===== config.mk =====
export PLATFORM = sky130hd
export DESIGN_NAME = prog_fetch
export DESIGN_NICKNAME = d
export VERILOG_FILES = /design/src/rtl/prog_fetch.sv
export SDC_FILE = /design/constraint.sdc
export NUM_CORES = 1
export LEC_CHECK = 0
export CAP_MARGIN = 20
export CORE_MARGIN = 5
export CORE_UTILIZATION = 36
export CTS_CLUSTER_DIAMETER = 30
export CTS_CLUSTER_SIZE = 40
export DETAILED_ROUTE_END_ITERATION = 10
export MAX_ROUTING_LAYER = met4
export PLACE_DENSITY = 0.75
export SLEW_MARGIN = 15
export SYNTH_ARGS = -nofsm -noshare
export SYNTH_HDL_FRONTEND = slang
export SYNTH_SLANG_ARGS = --single-unit

===== constraint.sdc =====
create_clock -name clk -period 1.29 [get_ports clk]
set_input_delay 0.258 -clock clk [delete_from_list [all_inputs] [get_ports clk]]
set_output_delay 0.258 -clock clk [all_outputs]
set_load 0.005 [all_outputs]

===== src/rtl/prog_fetch.sv =====
// prog_fetch: instruction fetch unit.
// Owns the program counter, presents it to a combinational program memory,
// captures the returned word into an instruction register and hands it to the
// decoder over a valid/ready handshake. Supports stall, redirect, halt/start
// and, when PROG_FETCH_RSTACK_EN is defined, a call/return stack.
module prog_fetch #(
    parameter int Psize   = 6,
    parameter int Isize   = 24,
    parameter int RSDEPTH = 4
) (
    input  logic             clk,
    input  logic             nReset,
    input  logic             start,
    input  logic             halt_req,
    output logic [Psize-1:0] address,
    input  logic [Isize:0]   I,
    output logic [Isize:0]   ir,
    output logic [Psize-1:0] ir_pc,
    output logic             ir_valid,
    input  logic             ir_ready,
    input  logic             redirect_en,
    input  logic [Psize-1:0] redirect_addr,
    input  logic             call_en,
    input  logic [Psize-1:0] call_target,
    input  logic             ret_en,
    output logic             running,
    output logic             rs_err
);

    typedef enum logic [1:0] {S_IDLE, S_RUN, S_HALT} state_t;

    state_t           state, state_nxt;
    logic [Psize-1:0] pc;
    logic             jump;        // flush-type event accepted this cycle
    logic [Psize-1:0] jump_target;
    logic             load;

`ifdef PROG_FETCH_RSTACK_EN
    localparam int SPW = $clog2(RSDEPTH + 1);
    localparam int IW  = (RSDEPTH > 1) ? $clog2(RSDEPTH) : 1;

    logic [Psize-1:0] rstack [RSDEPTH];
    logic [SPW-1:0]   sp;
    logic [SPW-1:0]   top_idx;
    logic             push, pop, rs_full, rs_empty;

    assign rs_full  = (sp == SPW'(RSDEPTH));
    assign rs_empty = (sp == '0);
    assign top_idx  = sp - 1'b1;
`else
    // Without the stack a return has nothing to return to.
    logic unused_ret_en;
    localparam int unused_rsdepth = RSDEPTH;
    assign unused_ret_en = ret_en;
    assign rs_err        = 1'b0;
`endif

    assign address = pc;
    assign running = (state == S_RUN);

    // State register.
    // NOTE: sequential state uses non-blocking assignments so every register samples pre-edge values.
    always_ff @(posedge clk or negedge nReset) begin
        if (!nReset) state <= S_IDLE;
        else         state <= state_nxt;
    end

    // Run-control transitions; halt_req takes precedence over start.
    // NOTE: every combinational output gets a default first so no latch is inferred.
    always_comb begin
        state_nxt = state;
        case (state)
            S_IDLE:  if (start && !halt_req) state_nxt = S_RUN;
            S_RUN:   if (halt_req)           state_nxt = S_HALT;
            S_HALT:  if (start && !halt_req) state_nxt = S_RUN;
            default:                         state_nxt = S_IDLE;
        endcase
    end

    // Control-flow change decode: redirect beats call beats return; ignored in IDLE.
    always_comb begin
        jump        = 1'b0;
        jump_target = pc;
`ifdef PROG_FETCH_RSTACK_EN
        push = 1'b0;
        pop  = 1'b0;
`endif
        if (state != S_IDLE) begin
            if (redirect_en) begin
                jump        = 1'b1;
                jump_target = redirect_addr;
            end else if (call_en) begin
                jump        = 1'b1;
                jump_target = call_target;
`ifdef PROG_FETCH_RSTACK_EN
                push        = 1'b1;
            end else if (ret_en) begin
                jump        = 1'b1;
                pop         = 1'b1;
                jump_target = rs_empty ? '0 : rstack[top_idx[IW-1:0]];
`endif
            end
        end
    end

    assign load = (state == S_RUN) && (!ir_valid || ir_ready) && !jump;

    // PC and instruction register: flush on jump, fetch on load, drop on consume.
    always_ff @(posedge clk or negedge nReset) begin
        if (!nReset) begin
            pc       <= '0;
            ir       <= '0;
            ir_pc    <= '0;
            ir_valid <= 1'b0;
        end else if (jump) begin
            pc       <= jump_target;
            ir_valid <= 1'b0;
        end else if (load) begin
            ir       <= I;
            ir_pc    <= pc;
            ir_valid <= 1'b1;
            pc       <= pc + 1'b1;
        end else if (ir_valid && ir_ready) begin
            ir_valid <= 1'b0;
        end
    end

`ifdef PROG_FETCH_RSTACK_EN
    // Stack pointer and sticky overflow/underflow flag.
    always_ff @(posedge clk or negedge nReset) begin
        if (!nReset) begin
            sp     <= '0;
            rs_err <= 1'b0;
        end else if (push) begin
            if (rs_full) rs_err <= 1'b1;
            else         sp     <= sp + 1'b1;
        end else if (pop) begin
            if (rs_empty) rs_err <= 1'b1;
            else          sp     <= sp - 1'b1;
        end
    end

    // Return-address storage; writes the slot just above the current top.
    // NOTE: stack entries are not reset; sp guards every read so stale contents are never used.
    always_ff @(posedge clk) begin
        if (push && !rs_full) rstack[sp[IW-1:0]] <= ir_pc + 1'b1;
    end
`endif

endmodule


==> impl_metrics.prom, run 1 <==
# TYPE chip_impl_metric gauge
chip_impl_info{name="run_status",value="finished, violations left"} 1
chip_impl_info{name="violated_checks",value="setup timing"} 1
chip_impl_metric{name="yosys.area_share.xor_xnor",unit=""} 0
chip_impl_metric{name="flip_flop_and_latch_count_after_synthesis",unit=""} 40
chip_impl_metric{name="starting_density_of_the_core",unit=""} 0.3727
chip_impl_metric{name="detailedRoute.firstIterationViolations",unit=""} 55
chip_impl_metric{name="grt_pass1_wl",unit="um"} 7852
chip_impl_metric{name="fraction_of_the_mapped_netlist_area_in_compound_gates",unit=""} 0.07107
chip_impl_metric{name="h-tree-depth",unit=""} 2
chip_impl_metric{name="p_per_area",unit="mW/mm^2"} 1603
chip_impl_metric{name="synth_unique_cells",unit=""} 32
chip_impl_metric{name="place.detailed.hpwl",unit="um"} 3748
chip_impl_metric{name="final-max-slew-violation-count",unit=""} 0
chip_impl_metric{name="insertedDiodeCount",unit=""} 0
chip_impl_metric{name="fin_ws",unit="ps"} -29.35
chip_impl_metric{name="post_drt_wl_per_cell",unit="um"} 13.05
chip_impl_metric{name="setup_viol",unit=""} 13
chip_impl_metric{name="vias",unit=""} 1752
chip_impl_metric{name="io-pin-count",unit=""} 85
chip_impl_metric{name="portBuffers",unit=""} 82
chip_impl_metric{name="design.final.nets",unit=""} 361
chip_impl_metric{name="period_share",unit=""} 1.023
chip_impl_metric{name="largest_net_degree_at_the_start_of_global_routing",unit=""} 24
chip_impl_metric{name="post_synthesis_instance_area",unit="mm^2"} 0.001760
chip_impl_metric{name="post_synth_inst_count",unit=""} 201
chip_impl_metric{name="post-route-drc-count",unit=""} 0
chip_impl_metric{name="synth.yosys.seq_area_share",unit=""} 0.5686
chip_impl_info{name="unrepaired_setup_endpoints_after_global_routing",value="true"} 1
chip_impl_metric{name="grtUsageTotal",unit=""} 0.1575
chip_impl_metric{name="final_layout_size_suffix_gt1_frac",unit=""} 0.1994
chip_impl_metric{name="grt_pass1_vias",unit=""} 1758
chip_impl_metric{name="drv_cap",unit=""} 0
chip_impl_metric{name="ff2ff_setup_slack",unit="ps"} -30
chip_impl_metric{name="die_w",unit="um"} 79.93
chip_impl_info{name="end_kind",value="flop"} 1
chip_impl_info{name="timing.setup.critical_path_class",value="reg -> reg"} 1
chip_impl_metric{name="fin_crit",unit="ps"} 1319
chip_impl_metric{name="critPathArrivalTime",unit="ps"} 1480
chip_impl_metric{name="ys_async_sr_fraction",unit=""} 1.000
chip_impl_info{name="post_synth_most_frequent_cells",value="sky130_fd_sc_hd__nand2_1, sky130_fd_sc_hd__dfrtp_1, sky130_fd_sc_hd__o21ai_0"} 1
chip_impl_metric{name="via_per_inst",unit=""} 4.574
chip_impl_metric{name="cts-root-to-sink-buffers",unit=""} 2
chip_impl_info{name="tritoncts",value="done"} 1
chip_impl_metric{name="skew",unit="ps"} 9.968
chip_impl_metric{name="numClockSinks",unit=""} 40
chip_impl_metric{name="yosys-mux-area-fraction",unit=""} 0.01848
chip_impl_metric{name="drt_wl_total",unit="um"} 4998
chip_impl_info{name="worstPathCellList",value="nand2b_4 > buf_6 > o31a_1 > o21ai_1 > o311ai_1"} 1
chip_impl_metric{name="count_of_flip_flops_with_a_built_in_enable_after_synthesis",unit=""} 0
chip_impl_metric{name="final_cells",unit=""} 383
chip_impl_metric{name="grt_overflow",unit=""} 0
chip_impl_metric{name="clk_transition_reported_paths",unit="ps"} 80
chip_impl_metric{name="post-synth-top-area-fraction",unit=""} 0.5686
chip_impl_metric{name="finish.utilization",unit=""} 0.6501
chip_impl_metric{name="antenna_violating_nets_post_route",unit=""} 0
chip_impl_info{name="synth_top_family_by_area",value="simple AND/OR/NAND/NOR gates"} 1
chip_impl_metric{name="worst_skew_late_latency",unit="ps"} 290
chip_impl_metric{name="synth-adder-area-share",unit=""} 0.007107
chip_impl_metric{name="postSynthNetCount",unit=""} 247
chip_impl_info{name="critical_path.top_delay_family",value="compound AO/OA/AOI/OAI gates"} 1
chip_impl_info{name="hold_path.class",value="reg -> reg"} 1
chip_impl_metric{name="number_of_cts_inserted_buffers",unit=""} 5
chip_impl_info{name="clockRootBuffer",value="sky130_fd_sc_hd__clkbuf_8"} 1
chip_impl_metric{name="row_count",unit=""} 25
chip_impl_metric{name="power.static_leakage",unit="nW"} 1.561
chip_impl_metric{name="vdd.ir_drop.worst",unit="mV"} 0.8950
chip_impl_metric{name="path_max_fanout",unit=""} 4
chip_impl_metric{name="die_area",unit="mm^2"} 0.006389
chip_impl_metric{name="timing_hold_violations_final",unit=""} 0
chip_impl_info{name="synth_most_common_cell",value="sky130_fd_sc_hd__nand2_1"} 1
chip_impl_metric{name="fmax",unit="GHz"} 0.7579
chip_impl_metric{name="initial_antenna_violation_count",unit=""} 0
chip_impl_metric{name="pre_cts_ws",unit="ps"} -388.8
chip_impl_metric{name="dp.cells",unit=""} 365
chip_impl_metric{name="avgSynthCellArea",unit="um^2"} 8.758
chip_impl_metric{name="place.gp.congestion",unit=""} 0.8119
chip_impl_info{name="synth_area_leaders",value="sky130_fd_sc_hd__dfrtp_1, sky130_fd_sc_hd__nand2_1, sky130_fd_sc_hd__o21ai_0"} 1
chip_impl_metric{name="post_synthesis_simple_gate_area_fraction",unit=""} 0.2914
chip_impl_info{name="critical_path.slowest_cell",value="sky130_fd_sc_hd__dfrtp_1"} 1
chip_impl_metric{name="worst_ep_required_time",unit="ps"} 1450
chip_impl_metric{name="critical_path.max_stage_delay",unit="ps"} 400
chip_impl_metric{name="critPathBufInv",unit=""} 1
chip_impl_info{name="postSynth.topFlopCell",value="sky130_fd_sc_hd__dfrtp_1"} 1
chip_impl_metric{name="die_height",unit="um"} 79.93
chip_impl_metric{name="number_of_detailed_route_iterations_in_the_first_pass",unit=""} 4
chip_impl_info{name="post-synth-top-area-cell",value="sky130_fd_sc_hd__dfrtp_1"} 1
chip_impl_info{name="start_kind",value="flop"} 1
chip_impl_metric{name="area_growth",unit="%"} 74.41
chip_impl_metric{name="core-area",unit="mm^2"} 0.004723
chip_impl_metric{name="yosysWarningCount",unit=""} 0
==> state kept, by name (all words and copies together) (netlist names) <==
name and flops:
state 2, ir 25, ir_valid 1, address 6, ir_pc 6
==> final timing paths <==
check | start | to | cells after the start
min | ir[21] | ir[21] | 2
min in group asynchronous | nReset | ir[15] | 3
max | state[1] | address[2] | 5
max reg2reg | state[1] | address[2] | 5
min reg2reg | ir[21] | ir[21] | 2
max in group asynchronous | nReset | address[4] | 3
==> repair_timing <==
item	in CTS	in global routing
resized for setup	54	14
buffers inserted	7	2
endpoints found under the setup margin	73	38
endpoints found under the hold margin	40	0
pin swaps	3	5
hold buffers	1	0
==> logic make-up after synthesis <==
group                    after synthesis
AO/OA/AOI/OAI                         21
adder cells (fa/ha/maj)                1
buffers and inverters                 15
flip-flops                            40
multiplexers                           3
other                                  1
AND/OR/NAND/NOR                      120
==> cell usage in the layout, fill, tap and decap left out, drive strengths merged, types with 4 or more instances in the layout <==
cell	instances
buf	35
clkdlybuf4s50	40
a21oi	5
nand2b	5
nor2	6
nand2	95
o21ai	8
nand3	4
inv	5
dlygate4sd2	37
dfrtp	40
clkbuf	8
==> power breakdown <==
part | switching (mW) | leakage, nW | total, mW | internal [mW]
Clock | 0.430 | 0.0645 | 1.11 | 0.683
Sequential | 0.234 | 0.499 | 1.93 | 1.70
Combinational | 0.790 | 0.998 | 1.88 | 1.09
Total | 1.45 | 1.56 | 4.92 | 3.47
==> routing by layer <==
layer	vias to the layer above	wire length [um]	track usage
li1	866	-	-
met1	815	2196	0.1909
met2	67	2465	0.2690
met3	4	309	0.03273
met4	0	27	0.03716
met5	-	0	-
==> cell type report <==
class,count,area (um^2)
Clock buffer,7,96.34
Fill cell,431,1653
Inverter,6,27.53
Timing Repair Buffer,116,1081
Multi-Input combinational cell,146,748.2
Tap cell,67,83.83
Clock inverter,1,30.03
Sequential cell,40,1003
==> worst register-to-register path, delay by kind of cell, from the launching register on <==
| family | cells | cell delay [ps] |
|---|---|---|
| AOI/OAI and AO/OA | 3 | 510 |
| buffers and inverters | 1 | 130 |
| and+or+nand+nor | 1 | 160 |
| DFF | 1 | 400 |
==> metrics by stage <==
| step | power [mW] | cell area (um^2) | setup TNS [ps] | hold WS, ps |
|---|---|---|---|---|
| floorplan | 2.536 | 1765 | -1.489 | -37.59 |
| global placement | 3.868 | 2825 | -11710 | 224.8 |
| detailed placement | 3.930 | 2825 | -13340 | 232.0 |
| CTS | 4.905 | 3012 | -2055 | 475.7 |
| global route | 5.260 | 3070 | -1267 | 481.4 |
| finish | 4.921 | 3070 | -138.9 | 469.4 |
Note: power is estimated with default switching activity, not from simulation.
==> inputs of run 2 (changes only) <==
--- a/config.mk
+++ b/config.mk
@@ -8,10 +8,11 @@
 export CAP_MARGIN = 20
 export CORE_MARGIN = 5
-export CORE_UTILIZATION = 36
+export CORE_UTILIZATION = 40
+export CTS_BUF_LIST = sky130_fd_sc_hd__clkbuf_8 sky130_fd_sc_hd__clkbuf_16
 export CTS_CLUSTER_DIAMETER = 30
 export CTS_CLUSTER_SIZE = 40
 export DETAILED_ROUTE_END_ITERATION = 10
 export MAX_ROUTING_LAYER = met4
-export PLACE_DENSITY = 0.75
+export PLACE_DENSITY = 0.79
 export SLEW_MARGIN = 15
 export SYNTH_ARGS = -nofsm -noshare
==> constraint.sdc (replaced) <==
create_clock -name clk -period 1.5 [get_ports clk]
set_input_delay 0.3 -clock clk [delete_from_list [all_inputs] [get_ports clk]]
set_output_delay 0.3 -clock clk [all_outputs]
set_load 0.05 [all_outputs]
==> run 2 against run 1 <==
The flow now finishes without violations. Global-route usage up 2.5 points. Sequential cell count stayed put. Critical path depth fell by 2. Clock power decreased by 41%. Utilization increased by 9.8 points.
==> impl_metrics.prom, run 2 (synthesis results as in run 1) <==
# TYPE chip_impl_metric gauge
chip_impl_metric{name="grt_pass1_wl",unit="um"} 8328
chip_impl_info{name="unrepaired_setup_endpoints_after_global_routing",value="false"} 1
chip_impl_info{name="timing.rr.end",value="address[5]"} 1
chip_impl_info{name="run_status",value="complete, no violations"} 1
chip_impl_metric{name="critPathArrivalTime",unit="ps"} 1130
chip_impl_metric{name="period_share",unit=""} 0.9519
chip_impl_metric{name="die_w",unit="um"} 76.34
chip_impl_metric{name="reg2regPathDepth",unit=""} 5
chip_impl_info{name="registers.top_by_ff_count",value="ir"} 1
chip_impl_metric{name="drt_wl_total",unit="um"} 5054
chip_impl_metric{name="p_per_area",unit="mW/mm^2"} 1952
chip_impl_metric{name="timing_hold_violations_final",unit=""} 0
chip_impl_metric{name="fmax",unit="GHz"} 0.7004
chip_impl_metric{name="starting_density_of_the_core",unit=""} 0.4071
chip_impl_metric{name="fillcell_total",unit=""} 320
chip_impl_metric{name="worst_ep_required_time",unit="ps"} 1200
chip_impl_metric{name="via_per_inst",unit=""} 4.846
chip_impl_metric{name="grt_pass1_vias",unit=""} 1821
chip_impl_metric{name="vdd.ir_drop.worst",unit="mV"} 1.434
chip_impl_metric{name="antenna_violating_nets_post_route",unit=""} 0
chip_impl_metric{name="place.gp.congestion",unit=""} 0.8108
chip_impl_metric{name="cts-root-to-sink-buffers",unit=""} 2
chip_impl_metric{name="insertedDiodeCount",unit=""} 0
chip_impl_info{name="final_cell_mix",value="sky130_fd_sc_hd__nand2_1, sky130_fd_sc_hd__clkdlybuf4s50_1, sky130_fd_sc_hd__buf_12"} 1
chip_impl_metric{name="final_cells",unit=""} 351
chip_impl_metric{name="number_of_detailed_route_iterations_in_the_first_pass",unit=""} 4
chip_impl_metric{name="post_drt_wl_per_cell",unit="um"} 14.40
chip_impl_metric{name="detailedRoute.firstIterationViolations",unit=""} 66
chip_impl_metric{name="row_count",unit=""} 24
chip_impl_info{name="final_common_cell",value="sky130_fd_sc_hd__nand2_1"} 1
chip_impl_metric{name="ff2ff_setup_slack",unit="ps"} 80
chip_impl_metric{name="design.final.nets",unit=""} 345
chip_impl_metric{name="portBuffers",unit=""} 82
chip_impl_metric{name="grtUsageTotal",unit=""} 0.1821
chip_impl_metric{name="largest_net_degree_at_the_start_of_global_routing",unit=""} 26
chip_impl_metric{name="clk_transition_reported_paths",unit="ps"} 70
chip_impl_info{name="critical_path.slowest_cell",value="sky130_fd_sc_hd__dfrtp_1"} 1
chip_impl_metric{name="area_growth",unit="%"} 83.87
chip_impl_metric{name="die_height",unit="um"} 76.34
chip_impl_metric{name="skew",unit="ps"} 6.563
chip_impl_metric{name="totalPowerFinal",unit="mW"} 6.318
chip_impl_metric{name="post-route-drc-count",unit=""} 0
chip_impl_metric{name="drv_cap",unit=""} 0
chip_impl_info{name="clockRootBuffer",value="sky130_fd_sc_hd__clkbuf_8"} 1
chip_impl_info{name="timing.setup.critical_path_class",value="reg -> out"} 1
chip_impl_metric{name="number_of_cts_inserted_buffers",unit=""} 5
chip_impl_metric{name="io-pin-count",unit=""} 85
chip_impl_metric{name="h-tree-depth",unit=""} 2
chip_impl_info{name="tritoncts",value="done"} 1
chip_impl_metric{name="vias",unit=""} 1701
chip_impl_metric{name="largest_reg_flops",unit=""} 25
chip_impl_metric{name="pre_cts_ws",unit="ps"} -266.5
chip_impl_metric{name="critical_path.max_stage_delay",unit="ps"} 400
chip_impl_metric{name="path_max_fanout",unit=""} 5
chip_impl_metric{name="numClockSinks",unit=""} 40
chip_impl_metric{name="fin_ws",unit="ps"} 72.19
chip_impl_metric{name="multiInputGateArea",unit="um^2"} 701.9
chip_impl_info{name="hold_path.class",value="in -> async"} 1
chip_impl_info{name="worstPathCellList",value="nand2b_4 > clkinv_4 > buf_12"} 1
chip_impl_metric{name="die_area",unit="mm^2"} 0.005828
chip_impl_info{name="start_kind",value="flop"} 1
chip_impl_metric{name="setup_viol",unit=""} 0
chip_impl_metric{name="final-max-slew-violation-count",unit=""} 0
chip_impl_metric{name="grt_overflow",unit=""} 0
chip_impl_metric{name="core-area",unit="mm^2"} 0.004324
chip_impl_metric{name="initial_antenna_violation_count",unit=""} 0
chip_impl_info{name="end_kind",value="output port"} 1
chip_impl_metric{name="fin_crit",unit="ps"} 1428
chip_impl_metric{name="worst_skew_late_latency",unit="ps"} 290
chip_impl_metric{name="power.static_leakage",unit="nW"} 1.551
chip_impl_metric{name="ff_latch_area",unit="mm^2"} 0.001006
chip_impl_metric{name="final_layout_size_suffix_gt1_frac",unit=""} 0.2542
chip_impl_metric{name="dp.cells",unit=""} 342
chip_impl_info{name="crit-reg2reg-launch",value="state[1]"} 1
chip_impl_metric{name="place.detailed.hpwl",unit="um"} 3909
==> run 2: how the worst max path moves through the flow <==
stage / start / end / slack (ps) / cells past startpoint
after global routing: state[1] / address[5] / 10 / 5
after global placement: redirect_en / address[3] / -220 / 6
after floorplan: address[0] / address[2] / 20 / 5
final: state[1] / running / 70 / 3
after detailed placement: redirect_en / ir[18] / -270 / 6
after CTS: redirect_en / ir[10] / 40 / 6
==> run 2: metrics by stage <==
step                area, um^2  utilization  hold slack, ps  TNS [ps]
finish                    3237       0.7486           467.3         0
global route              3237       0.7486           497.8         0
CTS                       3211       0.7425           481.9         0
detailed placement        3123       0.7222           253.4     -7761
global placement          3123       0.7222           253.9     -6655
floorplan                 1764            -           4.409         0
==> run 2: cell type report <==
class / count / share of cell area
Multi-Input combinational cell: 146 / 0.2169
Tap cell: 52 / 0.02010
Sequential cell: 40 / 0.3108
Inverter: 6 / 0.008504
Clock buffer: 5 / 0.02126
Timing Repair Buffer: 100 / 0.4198
Clock inverter: 2 / 0.002706
==> run 2: routing by layer <==
layer  part of all wire  GRT usage
met4              0.018    0.07517
met3              0.071    0.05674
met2               0.52     0.3065
met5                  0          -
met1               0.39     0.1985
==> run 2: timing repair <==
action / in CTS / in global routing
resized for setup: 0 / 6
endpoints found under the setup margin: 0 / 17
setup buffers: 0 / 1
hold buffers: 1 / 0
hold endpoints to repair: 15 / 0
==> run 2: power breakdown <==
part / total, mW / switching (mW) / internal (mW)
combinational: 3.78 / 1.97 / 1.81
sequential: 1.88 / 0.419 / 1.46
clock: 0.657 / 0.348 / 0.309
total: 6.32 / 2.73 / 3.58
==> run 2: worst max-delay path, delay by kind of cell (launching register included) <==
kind                   cells  cell delay, ps
buffers and inverters      2             240
flip-flops                 1             400
AND/OR/NAND/NOR            1             190
